### src/rtl/cpu_fetch_pkg.sv
// CHIP-8 fetch stage shared definitions.
// State encodings, opcode field positions, default RAM address width.
package cpu_fetch_pkg;

   localparam int ADDR_W_DEF = 12;

   localparam int NNN_MSB = 11;
   localparam int X_MSB   = 11;
   localparam int X_LSB   = 8;
   localparam int Y_MSB   = 7;
   localparam int Y_LSB   = 4;
   localparam int KK_MSB  = 7;
   localparam int N_MSB   = 3;

   typedef enum logic [1:0] {
      S_HI    = 2'd0,
      S_LO    = 2'd1,
      S_CAP   = 2'd2,
      S_VALID = 2'd3
   } fetch_state_e;

endpackage

### src/rtl/cpu_fetch_opcode_fields.sv
// CHIP-8 opcode field splitter.
// Pure slices of a 16-bit opcode; shared with the decoder.
module cpu_fetch_opcode_fields
   import cpu_fetch_pkg::*;
(
   input  logic [15:0] i_opcode,
   output logic [11:0] o_nnn,
   output logic [3:0]  o_x,
   output logic [3:0]  o_y,
   output logic [7:0]  o_kk,
   output logic [3:0]  o_n
);

   assign o_nnn = i_opcode[NNN_MSB:0];
   assign o_x   = i_opcode[X_MSB:X_LSB];
   assign o_y   = i_opcode[Y_MSB:Y_LSB];
   assign o_kk  = i_opcode[KK_MSB:0];
   assign o_n   = i_opcode[N_MSB:0];

endmodule

### src/rtl/cpu_fetch.sv
// CHIP-8 instruction fetch stage.
// Reads a big-endian opcode as two RAM bytes, hands it off via valid/ready.
module cpu_fetch
   import cpu_fetch_pkg::*;
#(
   parameter int ADDR_W = ADDR_W_DEF,
   parameter int CNT_W  = 16
)(
   input  logic              clk,
   input  logic              rst,
   input  logic              run,
   input  logic              flush,
   input  logic [15:0]       pc_in,
   output logic              pc_inc,
   output logic              mem_rd,
   output logic [ADDR_W-1:0] mem_addr,
   input  logic [7:0]        mem_rdata,
   output logic              op_valid,
   input  logic              op_ready,
   output logic [15:0]       opcode,
   output logic [11:0]       op_nnn,
   output logic [3:0]        op_x,
   output logic [3:0]        op_y,
   output logic [7:0]        op_kk,
   output logic [3:0]        op_n,
   output logic [CNT_W-1:0]  fetch_cnt
);

   fetch_state_e     r_state;
   fetch_state_e     w_next;
   logic [7:0]       r_hi;
   logic [15:0]      r_opcode;
   logic             r_op_valid;
   logic [CNT_W-1:0] r_cnt;
   logic             w_xfer;
   logic             w_pc_inc;
   logic             w_mem_rd;
   logic             w_unused_pc;

   assign w_xfer      = r_op_valid & op_ready;
   assign w_unused_pc = ^pc_in;

   // Next state and read/increment strobes; flush overrides everything.
   always_comb begin
      w_next   = r_state;
      w_pc_inc = 1'b0;
      w_mem_rd = 1'b0;
      if (flush) begin
         w_next = S_HI;
      end else begin
         unique case (r_state)
            S_HI: begin
               if (run) begin
                  w_pc_inc = 1'b1;
                  w_mem_rd = 1'b1;
                  w_next   = S_LO;
               end
            end
            S_LO: begin
               w_pc_inc = 1'b1;
               w_mem_rd = 1'b1;
               w_next   = S_CAP;
            end
            S_CAP: begin
               w_next = S_VALID;
            end
            S_VALID: begin
               if (w_xfer) begin
                  w_next = S_HI;
               end
            end
            default: begin
               w_next = S_HI;
            end
         endcase
      end
   end

   // State register.
   always_ff @(posedge clk or negedge rst) begin
      if (!rst) begin
         r_state <= S_HI;
      end else begin
         r_state <= w_next;
      end
   end

   // Byte capture, opcode hold and saturating transfer counter.
   always_ff @(posedge clk or negedge rst) begin
      if (!rst) begin
         r_hi       <= 8'h00;
         r_opcode   <= 16'h0000;
         r_op_valid <= 1'b0;
         r_cnt      <= '0;
      end else if (flush) begin
         r_op_valid <= 1'b0;
      end else begin
         if (r_state == S_LO) begin
            r_hi <= mem_rdata;
         end
         if (r_state == S_CAP) begin
            r_opcode   <= {r_hi, mem_rdata};
            r_op_valid <= 1'b1;
         end
         if (r_state == S_VALID && w_xfer) begin
            r_op_valid <= 1'b0;
            if (r_cnt != {CNT_W{1'b1}}) begin
               r_cnt <= r_cnt + 1'b1;
            end
         end
      end
   end

   assign pc_inc    = w_pc_inc;
   assign mem_rd    = w_mem_rd;
   assign mem_addr  = pc_in[ADDR_W-1:0];
   assign op_valid  = r_op_valid;
   assign opcode    = r_opcode;
   assign fetch_cnt = r_cnt;

   cpu_fetch_opcode_fields u_fields (
      .i_opcode (r_opcode),
      .o_nnn    (op_nnn),
      .o_x      (op_x),
      .o_y      (op_y),
      .o_kk     (op_kk),
      .o_n      (op_n)
   );

endmodule

### config.mk
export PLATFORM = sky130hd
export DESIGN_NAME = cpu_fetch
export DESIGN_NICKNAME = d
export VERILOG_FILES = /design/src/rtl/cpu_fetch_pkg.sv /design/src/rtl/cpu_fetch_opcode_fields.sv /design/src/rtl/cpu_fetch.sv
export SDC_FILE = /design/constraint.sdc
export NUM_CORES = 1
export LEC_CHECK = 0
export CAP_MARGIN = 20
export CORE_UTILIZATION = 37
export CTS_CLUSTER_SIZE = 16
export DETAILED_ROUTE_END_ITERATION = 10
export HOLD_SLACK_MARGIN = 0.06
export PLACE_DENSITY = 0.78
export SYNTH_ARGS = -nofsm -noshare
export SYNTH_HDL_FRONTEND = slang
export SYNTH_SLANG_ARGS = --single-unit
### constraint.sdc
create_clock -name clk -period 1.9 [get_ports clk]
set_input_delay 0.19 -clock clk [delete_from_list [all_inputs] [get_ports clk]]
set_output_delay 0.19 -clock clk [all_outputs]
set_load 0.02 [all_outputs]
Word-level counts from Yosys, hierarchy flattened. Index checks and enable logic that the tools add are counted.

Flip-flop bits (word level): 43. Bits of input ports: 29. Output and inout port bits: 79. Word-level logic and storage cells: 31.

Add/sub/neg operators: 1. Equal/unequal tests: 6. Multiplexer cells: 10. Bitwise operators: 2. Reduce and logical (&&, ||, !) cells: 7.

Operator list (number): 16-bit by 1-bit adder with 16-bit output (second input constant) (1); 16-bit != test (second input constant) (1); 2-bit case mux with 4 select lines (1); 2-bit two-way mux (3); 3-bit != test (second input constant) (2); 2-bit AND reduction (3); 1-bit two-way mux (5); 2-bit == test (second input constant) (2); 3-bit AND reduction (1); 3-bit nonzero test (1); 2-bit by 1-bit == test with 1-bit output (second input constant) (1); 2-bit zero test (1); 1-bit case mux with 2 select lines (1); 1-bit AND (1); 1-bit logical AND (1); 1-bit NOT (1).

Depth between registers and ports, before layout.
Depth after elaboration: 4. Depth in mapped cells: 6. Gate-level depth less buffers: 6.

Cells and area by module. From an unflattened synthesis, not the netlist that was laid out.

Cell total of the unflattened synthesis: 193. Area total of the unflattened synthesis: 2248.4 um2.

By module, submodules not included: cpu_fetch (instances 1, cells an instance 161, area each 2008.2 um2, sequential area each 1076.0 um2); cpu_fetch_opcode_fields (instances 1, cells an instance 32, area each 240.2 um2, sequential area each 0.0 um2).

Least setup slack after synthesis. OpenSTA, ideal clock, no wires.

Path kind: flip-flop to flip-flop. Start: register r_state[0]. End: register r_cnt[13] (netlist: fetch_cnt[13]). Setup time: 0.080 ns. Data arrival time: 1.675 ns. Data required time: 1.820 ns. Path slack: 0.145 ns. Cell stages (with the launch flop): 7. Path buffers: 1. Clock period less this slack: 1.755 ns. Cells stage by stage: dfrtp_1 > ha_1 > nand4b_4 > or3_1 > buf_2 > nor4_1 > xor2_1.

Word-level cells in the longest chain between the ends: 3.

RTL lines: start, declared (line cpu_fetch.sv:29) `fetch_state_e r_state;`; start signal, assigned (line cpu_fetch.sv:84) `r_state <= w_next;`; 2-bit == test (line cpu_fetch.sv:105) `if (r_state == S_VALID && w_xfer) begin`; 1-bit logical AND (line cpu_fetch.sv:105); 3-bit AND reduction (no line); end signal, assigned (line cpu_fetch.sv:108) `r_cnt <= r_cnt + 1'b1;`; end, declared (line cpu_fetch.sv:34) `logic [CNT_W-1:0] r_cnt;`.

No other way between the ends. A chain may end at the register's enable or synchronous reset.

Final worst setup path. Same ends and word-level chain as after synthesis.

==> impl_metrics.prom <==
# TYPE chip_impl_metric gauge
chip_impl_metric{name="fp.dieW",unit="um"} 80.37
chip_impl_metric{name="routed_via_density",unit=""} 4.856
chip_impl_metric{name="mappedNetlistArea",unit="um2"} 2272
chip_impl_metric{name="setup_violations",unit=""} 0
chip_impl_info{name="worst_hold_path_type",value="input pin to asynchronous set/reset pin"} 1
chip_impl_metric{name="router_iterations_before_antenna_repair",unit=""} 4
chip_impl_metric{name="rr_worst_depth",unit=""} 5
chip_impl_metric{name="grt_start_max_net_pins",unit=""} 20
chip_impl_metric{name="slew-limit-headroom",unit="%"} 65.06
chip_impl_metric{name="post_synth_inst_count",unit=""} 196
chip_impl_metric{name="number_of_global_route_vias_before_repair",unit=""} 1369
chip_impl_metric{name="maxCapViolations",unit=""} 0
chip_impl_metric{name="synth-seq-area-share",unit="%"} 47.36
chip_impl_metric{name="final_util",unit="%"} 50.80
chip_impl_metric{name="rrSetupSlack",unit="ns"} 0.09
chip_impl_metric{name="gp_congestion",unit=""} 0.7404
chip_impl_metric{name="clock-skew-final",unit="ns"} 0.005582
chip_impl_metric{name="h-tree-depth",unit=""} 2
chip_impl_metric{name="place_ws",unit="ns"} -0.08728
chip_impl_info{name="layout.cells.most_common",value="sky130_fd_sc_hd__clkdlybuf4s50_1"} 1
chip_impl_info{name="run_status",value="complete, no violations"} 1
chip_impl_info{name="dominantRegCellSynth",value="sky130_fd_sc_hd__dfrtp_1"} 1
chip_impl_info{name="path_class",value="flip-flop to flip-flop"} 1
chip_impl_metric{name="design.core.area",unit="um2"} 5921
chip_impl_metric{name="setup_ws",unit="ns"} 0.09074
chip_impl_metric{name="report.final.slew_viol_count",unit=""} 0
chip_impl_metric{name="worst_ep_required_time",unit="ns"} 2.12
chip_impl_metric{name="hpwlAfterDp",unit="um"} 3239
chip_impl_metric{name="worst_hold_slack",unit="ns"} 0.3623
chip_impl_metric{name="postCtsSetupBuffers",unit=""} 0
chip_impl_metric{name="initialDrtViolationCount",unit=""} 30
chip_impl_metric{name="grt_use_total",unit="%"} 13.29
chip_impl_info{name="most-common-layout-cells",value="76 x sky130_fd_sc_hd__clkdlybuf4s50_1, 43 x sky130_fd_sc_hd__dfrtp_1, 27 x sky130_fd_sc_hd__mux2_2, 9 x sky130_fd_sc_hd__xor2_1, 8 x sky130_fd_sc_hd__buf_4"} 1
chip_impl_metric{name="final_ant_viol_nets",unit=""} 0
chip_impl_metric{name="vias",unit=""} 1549
chip_impl_info{name="critical_path_end_type",value="flip-flop"} 1
chip_impl_info{name="root_buffer",value="sky130_fd_sc_hd__clkbuf_8"} 1
chip_impl_metric{name="power.ir.vdd_worst",unit="mV"} 0.8909
chip_impl_metric{name="min_period",unit="ns"} 1.809
chip_impl_metric{name="routed_wirelength",unit="um"} 4159
chip_impl_metric{name="cp.buffers_inverters",unit=""} 0
chip_impl_metric{name="instances_no_fill",unit=""} 319
chip_impl_metric{name="dp_cells",unit=""} 310
chip_impl_metric{name="power.density_cell_area",unit="nW/um2"} 1477
chip_impl_metric{name="power_leakage",unit="uW"} 0.001328
chip_impl_metric{name="number_of_antenna_violations_at_the_first_check_in_global_routing",unit=""} 0
chip_impl_metric{name="rows",unit=""} 28
chip_impl_metric{name="synth.ff_latch_count",unit=""} 43
chip_impl_metric{name="num_io_pins",unit=""} 108
chip_impl_metric{name="grt_overflow",unit=""} 0
chip_impl_metric{name="areaGrowthSynthToFinish",unit="%"} 32.38
chip_impl_metric{name="worst_setup_hold_path_clk_slew",unit="ns"} 0.08
chip_impl_info{name="cpLargestDelayFamily",value="simple AND/OR/NAND/NOR gates"} 1
chip_impl_info{name="worstSetupStartpointType",value="flip-flop"} 1
chip_impl_metric{name="ys_warn_count",unit=""} 0
chip_impl_metric{name="hold_viol_final",unit=""} 0
chip_impl_metric{name="global_route_wire_length_before_repair",unit="um"} 6527
chip_impl_metric{name="die_height",unit="um"} 80.37
chip_impl_metric{name="synth.net_count",unit=""} 231
chip_impl_metric{name="critical_path.max_stage_delay",unit="ns"} 0.49
chip_impl_metric{name="mean_syn_cell_area",unit="um2"} 11.59
chip_impl_metric{name="post_route_drc_violation_count",unit=""} 0
chip_impl_metric{name="tightestPinTransition",unit="ns"} 0.5201
chip_impl_metric{name="total_power",unit="uW"} 4443
chip_impl_metric{name="synth_enable_flop_cells",unit=""} 0
chip_impl_metric{name="cts_buffers",unit=""} 5
chip_impl_metric{name="num-nets-final",unit=""} 278
chip_impl_info{name="reg2reg_to",value="fetch_cnt[13]"} 1
chip_impl_metric{name="worst_skew_pair.late_latency",unit="ns"} 0.29
chip_impl_metric{name="clock-sinks",unit=""} 43
chip_impl_info{name="worstPathCellList",value="ha_1 -> nand4b_4 -> or3_1 -> nor4_1 -> xor2_1"} 1
chip_impl_info{name="rsz0062_at_grt",value="true"} 1
chip_impl_info{name="critPathSlowestCell",value="sky130_fd_sc_hd__or3_1"} 1
chip_impl_metric{name="initial_utilization",unit="%"} 38.38
chip_impl_metric{name="asyncSetResetFlopFracSynth",unit="%"} 100.0
chip_impl_metric{name="clk_path_buf_depth",unit=""} 2
chip_impl_metric{name="antennaDiodeCount",unit=""} 0
chip_impl_info{name="rr_startpoint",value="r_state[0]"} 1
chip_impl_metric{name="achievable-frequency",unit="MHz"} 552.7
chip_impl_info{name="cts_tree",value="yes"} 1
chip_impl_metric{name="wl_per_cell",unit="um"} 13.04
chip_impl_metric{name="final_layout_size_suffix_gt1_share",unit="%"} 20.49
chip_impl_metric{name="cp.arrival",unit="ns"} 2.03
chip_impl_metric{name="portBuffers",unit=""} 79
chip_impl_metric{name="netlist-cell-type-count",unit=""} 32
chip_impl_metric{name="worst-path-max-fanout",unit=""} 6
chip_impl_metric{name="final_min_period_over_clock_period",unit="%"} 95.22
chip_impl_metric{name="dieArea",unit="um2"} 6459
==> worst max path at each step <==
stage | start | end | slack (ns) | cells after the start
4_1_cts | r_state[1] | fetch_cnt[15] | 0.08 | 5
3_5_place_dp | op_ready | fetch_cnt[15] | -0.09 | 5
5_1_grt | r_state[1] | fetch_cnt[11] | -0.02 | 5
3_3_place_gp | op_ready | fetch_cnt[13] | -0.07 | 5
6_report | r_state[0] | fetch_cnt[13] | 0.09 | 5
2_1_floorplan | r_state[0] | fetch_cnt[13] | 0.15 | 6
==> what timing repair did <==
action | in CTS | in global routing
pin swaps | 0 | 0
setup endpoints to repair | 2 | 3
endpoints found under the hold margin | 17 | 0
hold buffers | 1 | 0
resized for setup | 2 | 1
==> logic make-up after synthesis <==
family / share of synthesized area [%]
xor+xnor: 4.626
buf+inv: 16.46
mux: 14.26
fa+ha+maj: 3.304
compound gates: 1.982
simple gates: 12.00
flops: 47.36
==> stage by stage <==
stage	instance area [um2]	TNS (ns)
after floorplan	2272	0
after global placement	2877	-0.1598
after detailed placement	2877	-0.2258
after CTS	3002	0
after global routing	3008	-0.03676
final	3008	0
==> state kept, by name, summed over array words and instances (netlist names) <==
name	flops
r_state	2
opcode	16
op_valid	1
fetch_cnt	16
r_hi	8
==> power breakdown <==
group	leakage (uW)	switching, uW	internal, uW
Clock	0.0000612	302	425
Sequential	0.000541	231	1200
Combinational	0.000726	1080	1210
==> layout make-up <==
| class | instances | area, um2 |
|---|---|---|
| multi-input cells | 99 | 828.3 |
| fillers | 518 | 2913 |
| flip-flops and latches | 43 | 1076 |
| clock inverters | 2 | 35.03 |
| clock buffers | 6 | 82.58 |
| repair buffers | 89 | 873.3 |
| inverters | 5 | 18.77 |
| well taps | 75 | 93.84 |
==> cell usage after synthesis (2+ instances only) <==
cell type | count | share of area [%]
sky130_fd_sc_hd__a21oi_1 | 3 | 0.66
sky130_fd_sc_hd__and3_1 | 2 | 0.55
sky130_fd_sc_hd__buf_2 | 2 | 0.44
sky130_fd_sc_hd__buf_4 | 45 | 15
sky130_fd_sc_hd__clkbuf_1 | 2 | 0.33
sky130_fd_sc_hd__dfrtp_1 | 43 | 47
sky130_fd_sc_hd__ha_1 | 6 | 3.3
sky130_fd_sc_hd__inv_1 | 5 | 0.83
sky130_fd_sc_hd__mux2_2 | 27 | 13
sky130_fd_sc_hd__mux2i_1 | 2 | 0.88
sky130_fd_sc_hd__nand2_1 | 6 | 0.99
sky130_fd_sc_hd__nand3_1 | 5 | 1.1
sky130_fd_sc_hd__nand4_1 | 4 | 1.1
sky130_fd_sc_hd__nor2_1 | 7 | 1.2
sky130_fd_sc_hd__nor2b_1 | 2 | 0.55
sky130_fd_sc_hd__nor3_1 | 5 | 1.1
sky130_fd_sc_hd__nor3b_1 | 3 | 0.99
sky130_fd_sc_hd__nor4_1 | 3 | 0.83
sky130_fd_sc_hd__xnor2_1 | 3 | 1.2
sky130_fd_sc_hd__xor2_1 | 9 | 3.5
==> per-layer routing <==
layer / vias up / GRT usage, % / routed length (um)
li1: 720 / - / -
met1: 748 / 15.79 / 1760
met2: 72 / 22.46 / 2019
met3: 9 / 3.864 / 314
met4: 0 / 5.179 / 64
met5: - / 0 / 0
==> worst reg2reg max path, stage by stage, from the launching register on <==
cell and delay (ns):
sky130_fd_sc_hd__dfrtp_1 0.35, sky130_fd_sc_hd__ha_1 0.23, sky130_fd_sc_hd__nand4b_4 0.13, sky130_fd_sc_hd__or3_1 0.49, sky130_fd_sc_hd__nor4_1 0.38, sky130_fd_sc_hd__xor2_1 0.17
Note: power is estimated with default switching activity, not from simulation.
==> variant, RTL diff (same settings) <==
Set the parameter `CNT_W` to 18 (it was 16).
--- a/src/rtl/cpu_fetch.sv
+++ b/src/rtl/cpu_fetch.sv
@@ -4,7 +4,7 @@
    import cpu_fetch_pkg::*;
 #(
    parameter int ADDR_W = ADDR_W_DEF,
-   parameter int CNT_W  = 16
+   parameter int CNT_W  = 18
 )(
    input  logic              clk,
    input  logic              rst,
Ports: changed (resized fetch_cnt); port bits go from 108 to 110. The function was not compared with the original's and may differ.
==> variant against the unedited design <==
Setup slack improved by 0.081 ns; utilization fell by 0.41 points; largest power group unchanged; synthesized cell count is 2.0% higher; routed wire length up 3.6%; critical path depth stayed put; design area rose by 0.96%; power decreased by 3.7%; highest routed layer unchanged; area after synthesis grew 3.9%; sequential cell count up 2.
==> variant: results (changes against the unedited design) <==
Placed Area: 0.00295 mm² (+2.6%)
met2 wire length: 2200 µm (+9.2%)
DR iter-0 viols: 37 (+23%)
min-delay worst type: in2out
FF-to-FF End: fetch_cnt[1]$_DFFE_PN0P_
FILL cells: 543 (+4.8%)
Worst R2R Start: fetch_cnt[0]$_DFFE_PN0P_
Synth Register Bits: 45 (+4.7%)
final instance area: 0.00304 mm² (+0.96%)
met1 WL: 1770 µm (+0.45%)
comb_multi_in: 101 (+2.0%)
Placed Cells incl. Taps: 312 (+0.65%)
met1 Usage GRT: 14.9% (-0.91 points)
Sw Share: 37.4% (+1.2 points)
CP max FO: 4 (-2)
Final Wtd Congestion: 0.709 (-4.3%)
leakage: 1.32 nW (-0.93%)
maximum clock insertion buffer count: 2 (unchanged)
clk cell area share: 2.43% (-1.5 points)
status: completed
Tmin final: 1.73 ns (-0.0812 ns)
VDD IR-drop max: 0.799 mV (-10%)
FF+latch area: 0.00113 mm² (+4.7%)
largest net degree at the start of global routing: 46 (+130%)
Critical Path Sink: mem_rd
DR WL/cell: 13.5 µm (+3.6%)
first-pass GRT wire length: 6890 µm (+5.5%)
Hold WS: 0.380 ns (+0.0177 ns)
NonClk Buf Share: 28.2% (-0.85 points)
final core utilization: 50.4% (-0.41 points)
Area contributors post-synth: dfrtp_1, buf_4, mux2_2
DR vias: 1523 (-1.7%)
nonclk buf count: 86 (-3.4%)
syn nets: 235 (+1.7%)
GR Util met2: 24.8% (+2.3 points)
share of cells above drive strength 1: 19.3% (-1.2 points)
Clock Skew: 0.00462 ns (-0.000962 ns)
number of port buffers: 81 (+2.5%)
H-tree depth: 2 (unchanged)
most common library cells after synthesis: buf_4, dfrtp_1, mux2_2, nor2_1, xnor2_1
post-synthesis cell type count: 37 (+16%)
Post-Synthesis Cells: 200 (+2.0%)
dpl hpwl: 3220 µm (-0.52%)
post-place setup slack: 0.128 ns (+0.215 ns)
Multi-input gate area: 865 µm² (+4.4%)
post-synthesis sequential area ratio: 47.7% (+0.36 points)
[variant: critical path: stages (launching register included)]
cell and delay, ns:
dfrtp_1 0.41, inv_1 0.10, ha_1 0.21, a21oi_1 0.15, nor2_1 0.06, dlygate4sd2_1 0.32
[variant: cell families after synthesis]
logic type      synth area share (%)
xor+xnor                        5.20
compound gates                  3.39
mux                             12.8
flops                           47.7
buf+inv                         15.9
simple gates                    11.8
fa+ha+maj                       3.18
[variant: power groups by stage]
stage               logic [mW]  registers (mW)  clock network, mW
floorplan                 1.40            1.69                  0
global placement          2.25            1.48                  0
global route              2.42            1.53              0.600
CTS                       2.29            1.49              0.561
finish                    2.27            1.48              0.529
detailed placement        2.29            1.51                  0
[variant: repair_timing]
| item | CTS | global route |
|---|---|---|
| setup buffers | 0 | 0 |
| hold buffers | 1 | 0 |
| hold endpoints to repair | 45 | 0 |
| setup endpoints to repair | 2 | 1 |
| gates resized for setup | 2 | 1 |
